===== src/rtl/button_event_if.sv =====
// button_event_if: groups the debounced button level and the event outputs
// of one button_event instance.
//
// Signals:
//   btn           debounced, synchronised button level (active high)
//   press         one-cycle pulse when the button goes down
//   release_pulse one-cycle pulse when the button comes up
//                 (the plain name "release" is a reserved word)
//   long_press    one-cycle pulse when the hold reaches LONG_CYCLES
//   repeat_pulse  one-cycle pulse every REPEAT_CYCLES while held
//                 (the plain name "repeat" is a reserved word)
//   held          level, high while the button is in the long-held state
//   dbg_state     current state of the event FSM, for observation only
//
// Modports:
//   master  upstream side: drives btn, receives the events
//   slave   the button_event block itself
//
// Handshake: there is no valid/ready pair. btn is a level sampled on every
// rising clock edge; every event output is a registered one-cycle pulse that
// the consumer must sample in the cycle it is high.
interface button_event_if;
    logic       btn;
    logic       press;
    logic       release_pulse;
    logic       long_press;
    logic       repeat_pulse;
    logic       held;
    logic [1:0] dbg_state;

    modport master (
        output btn,
        input  press, release_pulse, long_press, repeat_pulse, held, dbg_state
    );

    modport slave (
        input  btn,
        output press, release_pulse, long_press, repeat_pulse, held, dbg_state
    );
endinterface


===== src/rtl/button_event.sv =====
// button_event: turns a clean button level into single-cycle event pulses
// (press, release, long-press, auto-repeat) plus a "held" level.
//
// Ports:
//   clk  rising-edge system clock
//   rst  synchronous, active-high reset; returns to IDLE silently (no
//        release pulse even if the button was down)
//   bus  button_event_if.slave: btn in; press, release_pulse, long_press,
//        repeat_pulse, held, dbg_state out (all registered)
//
// Parameters:
//   LONG_CYCLES    cycles high after the press edge before long_press (>= 2)
//   REPEAT_CYCLES  cycles between repeat pulses once long-held (>= 1)
//   REPEAT_EN      1 = issue repeat pulses while held, 0 = suppress them
module button_event #(
    parameter int LONG_CYCLES   = 50000000,
    parameter int REPEAT_CYCLES = 10000000,
    parameter bit REPEAT_EN     = 1'b1
) (
    input  logic                 clk,
    input  logic                 rst,
    button_event_if.slave        bus
);

    // Smallest width able to hold the value max_val.
    function automatic int cnt_width(input longint max_val);
        int w;
        w = 0;
        while ((64'sd1 <<< w) <= max_val) begin
            w = w + 1;
        end
        return (w < 1) ? 1 : w;
    endfunction

    localparam int MAX_CYC = (LONG_CYCLES > REPEAT_CYCLES) ? LONG_CYCLES : REPEAT_CYCLES;
    localparam int CNT_W   = cnt_width(longint'(MAX_CYC));

    localparam logic [CNT_W-1:0] LONG_LAST   = CNT_W'(LONG_CYCLES - 1);
    localparam logic [CNT_W-1:0] REPEAT_LAST = CNT_W'(REPEAT_CYCLES - 1);

    typedef enum logic [1:0] {
        IDLE    = 2'd0,
        PRESSED = 2'd1,
        HELD    = 2'd2
    } state_t;

    state_t           state;
    logic [CNT_W-1:0] cnt;
    logic             press_r;
    logic             release_r;
    logic             long_r;
    logic             repeat_r;
    logic             held_r;

    always_ff @(posedge clk) begin
        if (rst) begin
            state     <= IDLE;
            cnt       <= '0;
            press_r   <= 1'b0;
            release_r <= 1'b0;
            long_r    <= 1'b0;
            repeat_r  <= 1'b0;
            held_r    <= 1'b0;
        end else begin
            // Pulses default low so each one lasts exactly one cycle.
            press_r   <= 1'b0;
            release_r <= 1'b0;
            long_r    <= 1'b0;
            repeat_r  <= 1'b0;

            case (state)
                IDLE: begin
                    cnt <= '0;
                    if (bus.btn) begin
                        state   <= PRESSED;
                        press_r <= 1'b1;
                    end
                end

                PRESSED: begin
                    // btn low is tested first so a release on the terminal
                    // count wins over long_press.
                    if (!bus.btn) begin
                        state     <= IDLE;
                        cnt       <= '0;
                        release_r <= 1'b1;
                    end else if (cnt == LONG_LAST) begin
                        state  <= HELD;
                        cnt    <= '0;
                        long_r <= 1'b1;
                        held_r <= 1'b1;
                    end else begin
                        cnt <= cnt + CNT_W'(1);
                    end
                end

                HELD: begin
                    if (!bus.btn) begin
                        state     <= IDLE;
                        cnt       <= '0;
                        release_r <= 1'b1;
                        held_r    <= 1'b0;
                    end else if (!REPEAT_EN) begin
                        cnt <= '0;
                    end else if (cnt == REPEAT_LAST) begin
                        cnt      <= '0;
                        repeat_r <= 1'b1;
                    end else begin
                        cnt <= cnt + CNT_W'(1);
                    end
                end

                default: begin
                    state  <= IDLE;
                    cnt    <= '0;
                    held_r <= 1'b0;
                end
            endcase
        end
    end

    assign bus.press         = press_r;
    assign bus.release_pulse = release_r;
    assign bus.long_press    = long_r;
    assign bus.repeat_pulse  = repeat_r;
    assign bus.held          = held_r;
    assign bus.dbg_state     = state;

endmodule


===== src/flat_wrapper.sv =====
// flat-port wrapper written by rule: the top's interface ports become plain ports
module button_event_flat 
#(
    parameter int LONG_CYCLES   = 50000000,
    parameter int REPEAT_CYCLES = 10000000,
    parameter bit REPEAT_EN     = 1'b1
)
  (clk, rst, bus_btn, bus_press, bus_release_pulse, bus_long_press, bus_repeat_pulse, bus_held, bus_dbg_state);
  button_event_if bus_i ();
  input  logic clk;
  input  logic rst;
  input wire logic [$bits(bus_i.btn)-1:0] bus_btn;
  output wire logic [$bits(bus_i.press)-1:0] bus_press;
  output wire logic [$bits(bus_i.release_pulse)-1:0] bus_release_pulse;
  output wire logic [$bits(bus_i.long_press)-1:0] bus_long_press;
  output wire logic [$bits(bus_i.repeat_pulse)-1:0] bus_repeat_pulse;
  output wire logic [$bits(bus_i.held)-1:0] bus_held;
  output wire logic [$bits(bus_i.dbg_state)-1:0] bus_dbg_state;
  assign bus_i.btn = bus_btn;
  assign bus_press = bus_i.press;
  assign bus_release_pulse = bus_i.release_pulse;
  assign bus_long_press = bus_i.long_press;
  assign bus_repeat_pulse = bus_i.repeat_pulse;
  assign bus_held = bus_i.held;
  assign bus_dbg_state = bus_i.dbg_state;
  button_event #(.LONG_CYCLES(LONG_CYCLES), .REPEAT_CYCLES(REPEAT_CYCLES), .REPEAT_EN(REPEAT_EN)) u_core (.clk(clk), .rst(rst), .bus(bus_i));
endmodule

===== config.mk =====
export PLATFORM = sky130hd
export DESIGN_NAME = button_event_flat
export DESIGN_NICKNAME = d
export VERILOG_FILES = /design/src/rtl/button_event_if.sv /design/src/rtl/button_event.sv /design/src/flat_wrapper.sv
export SDC_FILE = /design/constraint.sdc
export NUM_CORES = 1
export LEC_CHECK = 0
export ABC_CLOCK_PERIOD_IN_PS = 4100
export BUFFER_PORTS_ARGS = -buffer_cell sky130_fd_sc_hd__clkbuf_2
export CORE_UTILIZATION = 50
export CTS_BUF_LIST = sky130_fd_sc_hd__clkbuf_4
export DETAILED_ROUTE_END_ITERATION = 10
export PLACE_DENSITY = 0.68
export SYNTH_ARGS = -nofsm -noshare
export SYNTH_HDL_FRONTEND = slang
export SYNTH_SLANG_ARGS = --single-unit

===== constraint.sdc =====
create_clock -name clk -period 4.1 [get_ports clk]
set_clock_uncertainty 0.1 [all_clocks]
set_input_delay 1.23 -clock clk [delete_from_list [all_inputs] [get_ports clk]]
set_output_delay 1.23 -clock clk [all_outputs]
set_load 0.01 [all_outputs]

## After elaboration in Yosys (flattened, before gate mapping)

Index checks and enable logic that the tools add are counted.
W data, S select, Z words.

- Add/subtract/negate cells: 1
- Multiply operators: 0
- Div/mod/pow operators: 0
- $lt $le $gt $ge: 0
- Equality and inequality tests: 9
- Shifts and indexed selects: 0
- Mux-type cells: 18
- Bitwise operators: 5
- Reduce and logical (&&, ||, !) cells: 8

Operators by type and width:

| kind | count |
|---|---|
| $mux W26 | 4 |
| $pmux W26 S2 | 1 |
| $add A26 B1 Y26 const B | 1 |
| $eq A26 B24 Y1 const B | 1 |
| $eq A26 B26 Y1 const B | 1 |
| $mux W2 | 4 |
| $mux W1 | 7 |
| $ne A2 B2 Y1 const B | 3 |
| $pmux W2 S3 | 1 |
| $reduce_or A2 Y1 | 3 |
| $reduce_or A3 Y1 | 2 |
| $not A1 Y1 | 5 |
| $reduce_and A4 Y1 | 1 |
| $ne A3 B2 Y1 const B | 1 |
| $pmux W1 S3 | 1 |
| $reduce_and A3 Y1 | 1 |
| $eq A2 B1 Y1 const B | 1 |
| $eq A2 B2 Y1 const B | 1 |
| $logic_not A2 Y1 | 1 |
| $ne A2 B1 Y1 const B | 1 |

- Register bits: 33
- Latch bits: 0
- RAM bits: 0
- ROM bits: 0
- Input bits: 3
- Output and inout port bits: 7
- Memories kept: 0

## Longest topological paths before layout

Gate-level depths: netlist of run 1.

- Word-level depth: 4
- Depth in mapped cells: 8
- Mapped depth without buffers: 6

## Worst setup path after synthesis of run 1

Ideal clock, no wire load.

- Kind: in2reg
- From: input port rst
- To: register u_core.cnt[13]
- Setup time: 0.064 ns
- Data arrival time: 2.079 ns
- Data required time: 3.936 ns
- Setup slack: 1.857 ns
- Stages on the path: 6
- Buffers on the path: 3
- Cell sequence: clkbuf_1 > nand3b_1 > a21o_1 > buf_6 > buf_2 > nor2_1

RTL lines:

| what | RTL line | source |
|---|---|---|
| start: declaration | flat_wrapper.sv:11 | `input logic rst;` |
| end signal: assignment | button_event.sv:93 | `cnt <= cnt + CNT_W'(1);` |
| end signal: assignment | button_event.sv:109 | `cnt <= cnt + CNT_W'(1);` |
| end: declaration | button_event.sv:48 | `logic [CNT_W-1:0] cnt;` |

## Worst setup path in the final report of run 1

- From: register u_core.cnt[13]
- To: register u_core.cnt[21]

- Word-level cells in the longest chain between the ends: 4
- Elaborated cells between the ends (all ways): 8
- Classes of those cells: 1 x add/sub; 2 x eq/ne; 5 x mux

Ends and longest elaborated chain:

| what | RTL line | source |
|---|---|---|
| $add A26 B1 Y26, or another cell as far along | button_event.sv:93, button_event.sv:109 |  |
| $mux W26, on equally long branches | button_event.sv:105, button_event.sv:87 |  |
| $mux W26, on equally long branches | button_event.sv:98, button_event.sv:83 |  |
| $pmux W26 S2 (*) | button_event.sv:71 | `case (state)` |

Mark *: on every way between the ends. The rest lies on a longest branch, timed or not.
A chain may end at the register's enable or synchronous reset.

==> results of run 1 <==
## worst reg2reg max path, cell delays in order, from the launching register on
cell and delay (ps):
dfxtp_1 420, nand3_1 240, or3_1 470, o21ai_0 210
a21o_1 680, nor2_1 140
## cells by family after synthesis
logic type,after synthesis,share of synthesized area [%]
buffers and inverters,12,4.54
adder cells (fa/ha/maj),4,3.19
flip-flops,33,42.1
AO/OA/AOI/OAI,9,3.43
AND/OR/NAND/NOR,93,32.7
multiplexers,1,0.638
XOR/XNOR,24,13.4
## flip-flops by register name (all words and copies together) (netlist names)
signal / count
u_core.bus.held: 1
u_core.bus.long_press: 1
u_core.bus.release_pulse: 1
u_core.cnt: 26
u_core.bus.press: 1
u_core.bus.repeat_pulse: 1
u_core.bus.dbg_state: 2
## cell usage in the layout (no fill, tap or decap), types with 3 or more instances in the layout
master / instances
nand4_1: 9
nand2_1: 8
nor3_1: 7
nor4_1: 5
a21oi_1: 3
dfxtp_1: 33
xor2_1: 15
ha_1: 4
nand3_1: 10
clkbuf_2: 9
nor2_1: 32
xnor2_1: 9
clkbuf_4: 6
inv_1: 6
## metal layers
layer | wire (um) | track usage, %
met2 | 1490 | 35.5
met3 | 124 | 5.58
met1 | 1340 | 24.7
met4 | 65 | 10.9
met5 | 0 | 0
## synth_stat cells (all sizes together)
| library cell | n |
|---|---|
| clkbuf | 3 |
| nor2b | 1 |
| and4 | 2 |
| dfxtp | 33 |
| xor2 | 15 |
| nor3b | 2 |
| or3 | 2 |
| a211oi | 2 |
| nor4b | 2 |
| xnor2 | 9 |
| inv | 6 |
| a21oi | 3 |
| buf | 3 |
| nand3 | 10 |
| or4 | 1 |
| and3b | 1 |
| nor3 | 7 |
| o21ai | 2 |
| nand4b | 1 |
| nand4 | 10 |
| nor2 | 33 |
| mux2i | 1 |
| nand4bb | 1 |
| a31oi | 1 |
| or2 | 1 |
| and3 | 3 |
| nor4bb | 1 |
| a21o | 1 |
| and4b | 1 |
| nand2 | 8 |
| nand3b | 1 |
| ha | 4 |
| nor4 | 5 |
## final cells by class
| cell class | count | area, um2 | area share (%) |
|---|---|---|---|
| Clock buffer | 6 | 45.0 | 2.73 |
| Clock inverter | 1 | 3.75 | 0.227 |
| Inverter | 6 | 22.5 | 1.36 |
| Multi-Input combinational cell | 131 | 837 | 50.6 |
| Sequential cell | 33 | 661 | 40.0 |
| Tap cell | 31 | 38.8 | 2.35 |
| Timing Repair Buffer | 9 | 45.0 | 2.73 |
## metrics by stage
| stage | cells | setup slack (ps) | area (um2) |
|---|---|---|---|
| after CTS | 217 | 1730 | 1650 |
| after global placement | 210 | 1610 | 1600 |
| after global routing | 217 | 1510 | 1650 |
| after floorplan | 176 | 1860 | 1570 |
| after detailed placement | 210 | 1550 | 1600 |
| final | 217 | 1700 | 1650 |
## final timing paths
path / start / end / slack (ps) / cells past startpoint
max: u_core.cnt[13] / u_core.cnt[21] / 1700 / 5
min reg2reg: u_core.cnt[0] / u_core.cnt[0] / 390 / 1
max reg2reg: u_core.cnt[13] / u_core.cnt[21] / 1700 / 5
min: u_core.cnt[0] / u_core.cnt[0] / 390 / 1
## where the power goes
group / switching [mW] / internal [mW] / total, mW
Combinational: 0.0230 / 0.0138 / 0.0368
Clock: 0.0999 / 0.0687 / 0.169
Sequential: 0.00378 / 0.325 / 0.328
Total: 0.127 / 0.407 / 0.534
==> metrics, run 1 <==
# resized after CTS=0; Via density=about 5.8; synthesized cell area=1570 um2; #FFs+latches synth=33; Max Clk Rate=0.417 GHz; per-cell routed wire length=13.9 um; gr ovfl total=0; initial antenna violation count=0; worst hold path class=flip-flop to flip-flop; nets=193; Synth Net Count=183; Final Hold Vio Count=0; post-route setup TNS=0 ps; crit path DAT=~2500 ps; CP max-delay cell=a21o_1; maxcap violations=0; Longest Clk Path Bufs=2; post-detail-place hpwl=2170 um; CTS tree=done; Power per Cell Area=323 nW/um2; synth top area cells=dfxtp_1 42%, xor2_1 8.4%, nor2_1 7.7%; post-synthesis sequential area ratio=42.1%; Synth top area share=~42%; routed vias=roughly 1300; Rel. slew slack=roughly 46%; clock sink count=33; Post-CTS Setup Bufs=0; post-synth top area cell=dfxtp_1; CP Class=flip-flop to flip-flop; worst vdd ir=245 uV; Layout area overhead=5.34%; full die area=3370 um2; CTS clock-pin slew for the worst setup and hold paths=90 ps; CP bufs+invs=0; vias in the first global route=1239; die width=a little under 60 um; Clock Latency Late Sink=~340 ps; ANT cells=0; Final ANT Viol Nets=0; critical path's largest stage delay=just under 700 ps; share of layout cells above drive strength 1=10.8%; total CTS buffers=5; RSZ-0062 raised after global routing=no; Post-CTS Hold Fix Bufs=0; gpl congestion=0.907; CP max FO=26; clock root buffer=clkbuf_4; Static Leak=0.554 nW; CP top delay family=compound AO/OA/AOI/OAI gates; worst path required time=approximately 4200 ps; Power, Total=0.534 mW; std cell rows=19; CTS H-tree depth=2; Avg Synthesized Cell Area=8.91 um2; Pre-antenna DRT Iters=7; Global Route Usage Sum=21.1%; Final min period=2400 ps; Port Buffers=9; initial DRC count=60; Least-Margin Pin Slew=808 ps; Initial Util=a little under three fifths; Worst setup EP type=flip-flop; final setup fails=0; first-pass GRT wire length=between 5000 and 6000 um; core area=~2900 um2; drc violations=3; largest net degree at the start of global routing=27; Startpoint Class=flip-flop; Critical Path, Cell by Cell=nand3_1, or3_1, o21ai_0, a21o_1, nor2_1; WHS=386 ps; Netlist cell types=39; violated checks=design-rule violations; overall routed net length=3030 um; Period Utilization, post-route=between 50% and 60%; status=finished with violations; Layout fillers=275; num ports=10; chip height=58.0 um; number of synthesis warnings=0; post-layout util=between 50% and 60%; Syn Inst Count=176; Final Max Tran Viols=0
Power figures use the tool's default switching activity.
==> run 2: changes to the inputs <==
--- a/config.mk
+++ b/config.mk
@@ -5,12 +5,12 @@
 export SDC_FILE = /design/constraint.sdc
 export NUM_CORES = 1
 export LEC_CHECK = 0
-export ABC_CLOCK_PERIOD_IN_PS = 4100
+export ABC_CLOCK_PERIOD_IN_PS = 1900
 export BUFFER_PORTS_ARGS = -buffer_cell sky130_fd_sc_hd__clkbuf_2
 export CORE_UTILIZATION = 50
 export CTS_BUF_LIST = sky130_fd_sc_hd__clkbuf_4
 export DETAILED_ROUTE_END_ITERATION = 10
-export PLACE_DENSITY = 0.68
+export PLACE_DENSITY = 0.7
 export SYNTH_ARGS = -nofsm -noshare
 export SYNTH_HDL_FRONTEND = slang
 export SYNTH_SLANG_ARGS = --single-unit
==> constraint.sdc (replaced) <==
create_clock -name clk -period 1.9 [get_ports clk]
set_clock_uncertainty 0.1 [all_clocks]
set_input_delay 0.57 -clock clk [delete_from_list [all_inputs] [get_ports clk]]
set_output_delay 0.57 -clock clk [all_outputs]
set_load 0.01 [all_outputs]
==> run 2 against run 1 <==
The flow still finishes with violations (design-rule violations); combinational power grew 130%; critical path depth is the same; count of clock-buffer cells in the layout shrank 1; first-iteration DRC count shrank 3.3%; wire length grew 6.4%; core utilization grew 4.5 points; largest cell class unchanged; non-clock buffer count grew 15.
==> metrics, run 2 (synthesis gave the netlist of run 1 again) <==
status=finished with violations; violated checks=design-rule violations; CP top delay family=simple AND/OR/NAND/NOR gates; Static Leak=approximately 0.63 nW; full die area=3370 um2; Final ANT Viol Nets=0; CTS tree=done; Clock Latency Late Sink=350 ps; most common cell after layout, fill and taps aside=nor2_1; Least-Margin Pin Slew=between 400 and 500 ps; Rel. slew slack=71.1%; initial antenna violation count=0; Most flops, register=u_core.cnt; Reg2Reg Depth=5; initial DRC count=58; critical path's largest stage delay=approximately 560 ps; Startpoint Class=flip-flop; CP max FO=4; maxcap violations=0; die width=58.0 um; max reg flops=26; Layout fillers=roughly 250; CP max-delay cell=or4_4; overall routed net length=roughly 3200 um; Final Hold Vio Count=0; total CTS buffers=5; nets=approximately 210; Power per Cell Area=665 nW/um2; Hold Path Depth=1; placed insts=225; post-route setup TNS=0 ps; vias in the first global route=1294; CTS clock-pin slew for the worst setup and hold paths=~100 ps; Global Route Usage Sum=between 20% and 30%; Worst setup EP type=flip-flop; Pre-antenna DRT Iters=7; Period Utilization, post-route=a little over nine tenths; worst vdd ir=~450 uV; ANT cells=0; num ports=10; Finished Layout Cells=233; gpl congestion=0.846; post-detail-place hpwl=2400 um; Port Buffers=9; Critical Path, Cell by Cell=nand4_4, or4_4, or3_1, xor2_1, nor2_2; chip height=58.0 um; routed vias=1330; CP Class=flip-flop to flip-flop; Post-CTS Setup Bufs=0; largest net degree at the start of global routing=12; Max Clk Rate=0.548 GHz; crit path DAT=1960 ps; CP bufs+invs=0; Via density=5.71; share of layout cells above drive strength 1=21.3%; Layout area overhead=13.5%; Initial Util=55.0%; final setup fails=0; std cell rows=19; most frequent cells in the layout=32 x nor2_1, 28 x dfxtp_1, 15 x xor2_1, 15 x buf_4, 10 x nand3_1; clock sink count=33; CP Depth=5; core area=roughly 2900 um2; Final min period=1820 ps; CTS H-tree depth=2; clock root buffer=clkbuf_4; drc violations=1; Longest Clk Path Bufs=2; Final Max Tran Viols=0; worst path required time=2040 ps; per-cell routed wire length=about 14 um; worst hold path class=flip-flop to flip-flop; gr ovfl total=0; Power, Total=between 1 and 1.5 mW; first-pass GRT wire length=roughly 5400 um
[run 2: per-stage QoR]
stage / instance area, um2 / worst slack (ps) / util (%) / hold slack [ps]
after floorplan: 1570 / 56.9 / - / 337
after global placement: 1720 / 99.2 / 60.2 / 362
after detailed placement: 1720 / 52.5 / 60.2 / 370
after CTS: 1770 / 46.2 / 62.1 / 380
after global routing: 1780 / -5.51 / 62.4 / 400
final: 1780 / 75.9 / 62.4 / 358
[run 2: worst paths after layout]
check	from	endpoint	slack (ps)
min reg2reg	u_core.cnt[0]	u_core.cnt[0]	360
min	u_core.cnt[0]	u_core.cnt[0]	360
max reg2reg	u_core.cnt[4]	u_core.cnt[17]	80
max	u_core.cnt[4]	u_core.cnt[17]	80
[run 2: power by group]
| group | switching [mW] | total, mW | internal [mW] |
|---|---|---|---|
| sequential | 0.00931 | 0.710 | 0.701 |
| combinational | 0.0500 | 0.0829 | 0.0329 |
| clock | 0.252 | 0.391 | 0.139 |
[run 2: worst reg2reg max path, cell delays in order, from the launching register on]
cell and delay [ps]:
dfxtp_1 420, nand4_4 100, or4_4 560, or3_1 330, xor2_1 180, nor2_2 50
[run 2: per-layer routing]
layer | routed length (um) | vias to the layer above | track usage, % | share of wire (%)
met5 | 0 | - | 0 | 0
met4 | 82 | 0 | 15.0 | 2.5
met3 | 106 | 9 | 4.69 | 3.3
met2 | 1550 | 28 | 32.5 | 48
met1 | 1480 | 627 | 26.7 | 46
li1 | - | 666 | - | -
[run 2: timing repair]
item,CTS,global route
endpoints found under the setup margin,0,26
resized for setup,0,8
hold endpoints to repair,0,0
hold buffers,0,0
[run 2: final cells by class]
cell class / instances / area [um2] / share of cell area (%)
clock inverter: 3 / 17.5 / 0.984
timing repair buffer: 24 / 158 / 8.85
multi-input combinational: 131 / 840 / 47.2
inverter: 6 / 22.5 / 1.26
sequential: 33 / 667 / 37.5
tap: 31 / 38.8 / 2.18
clock buffer: 5 / 37.5 / 2.11
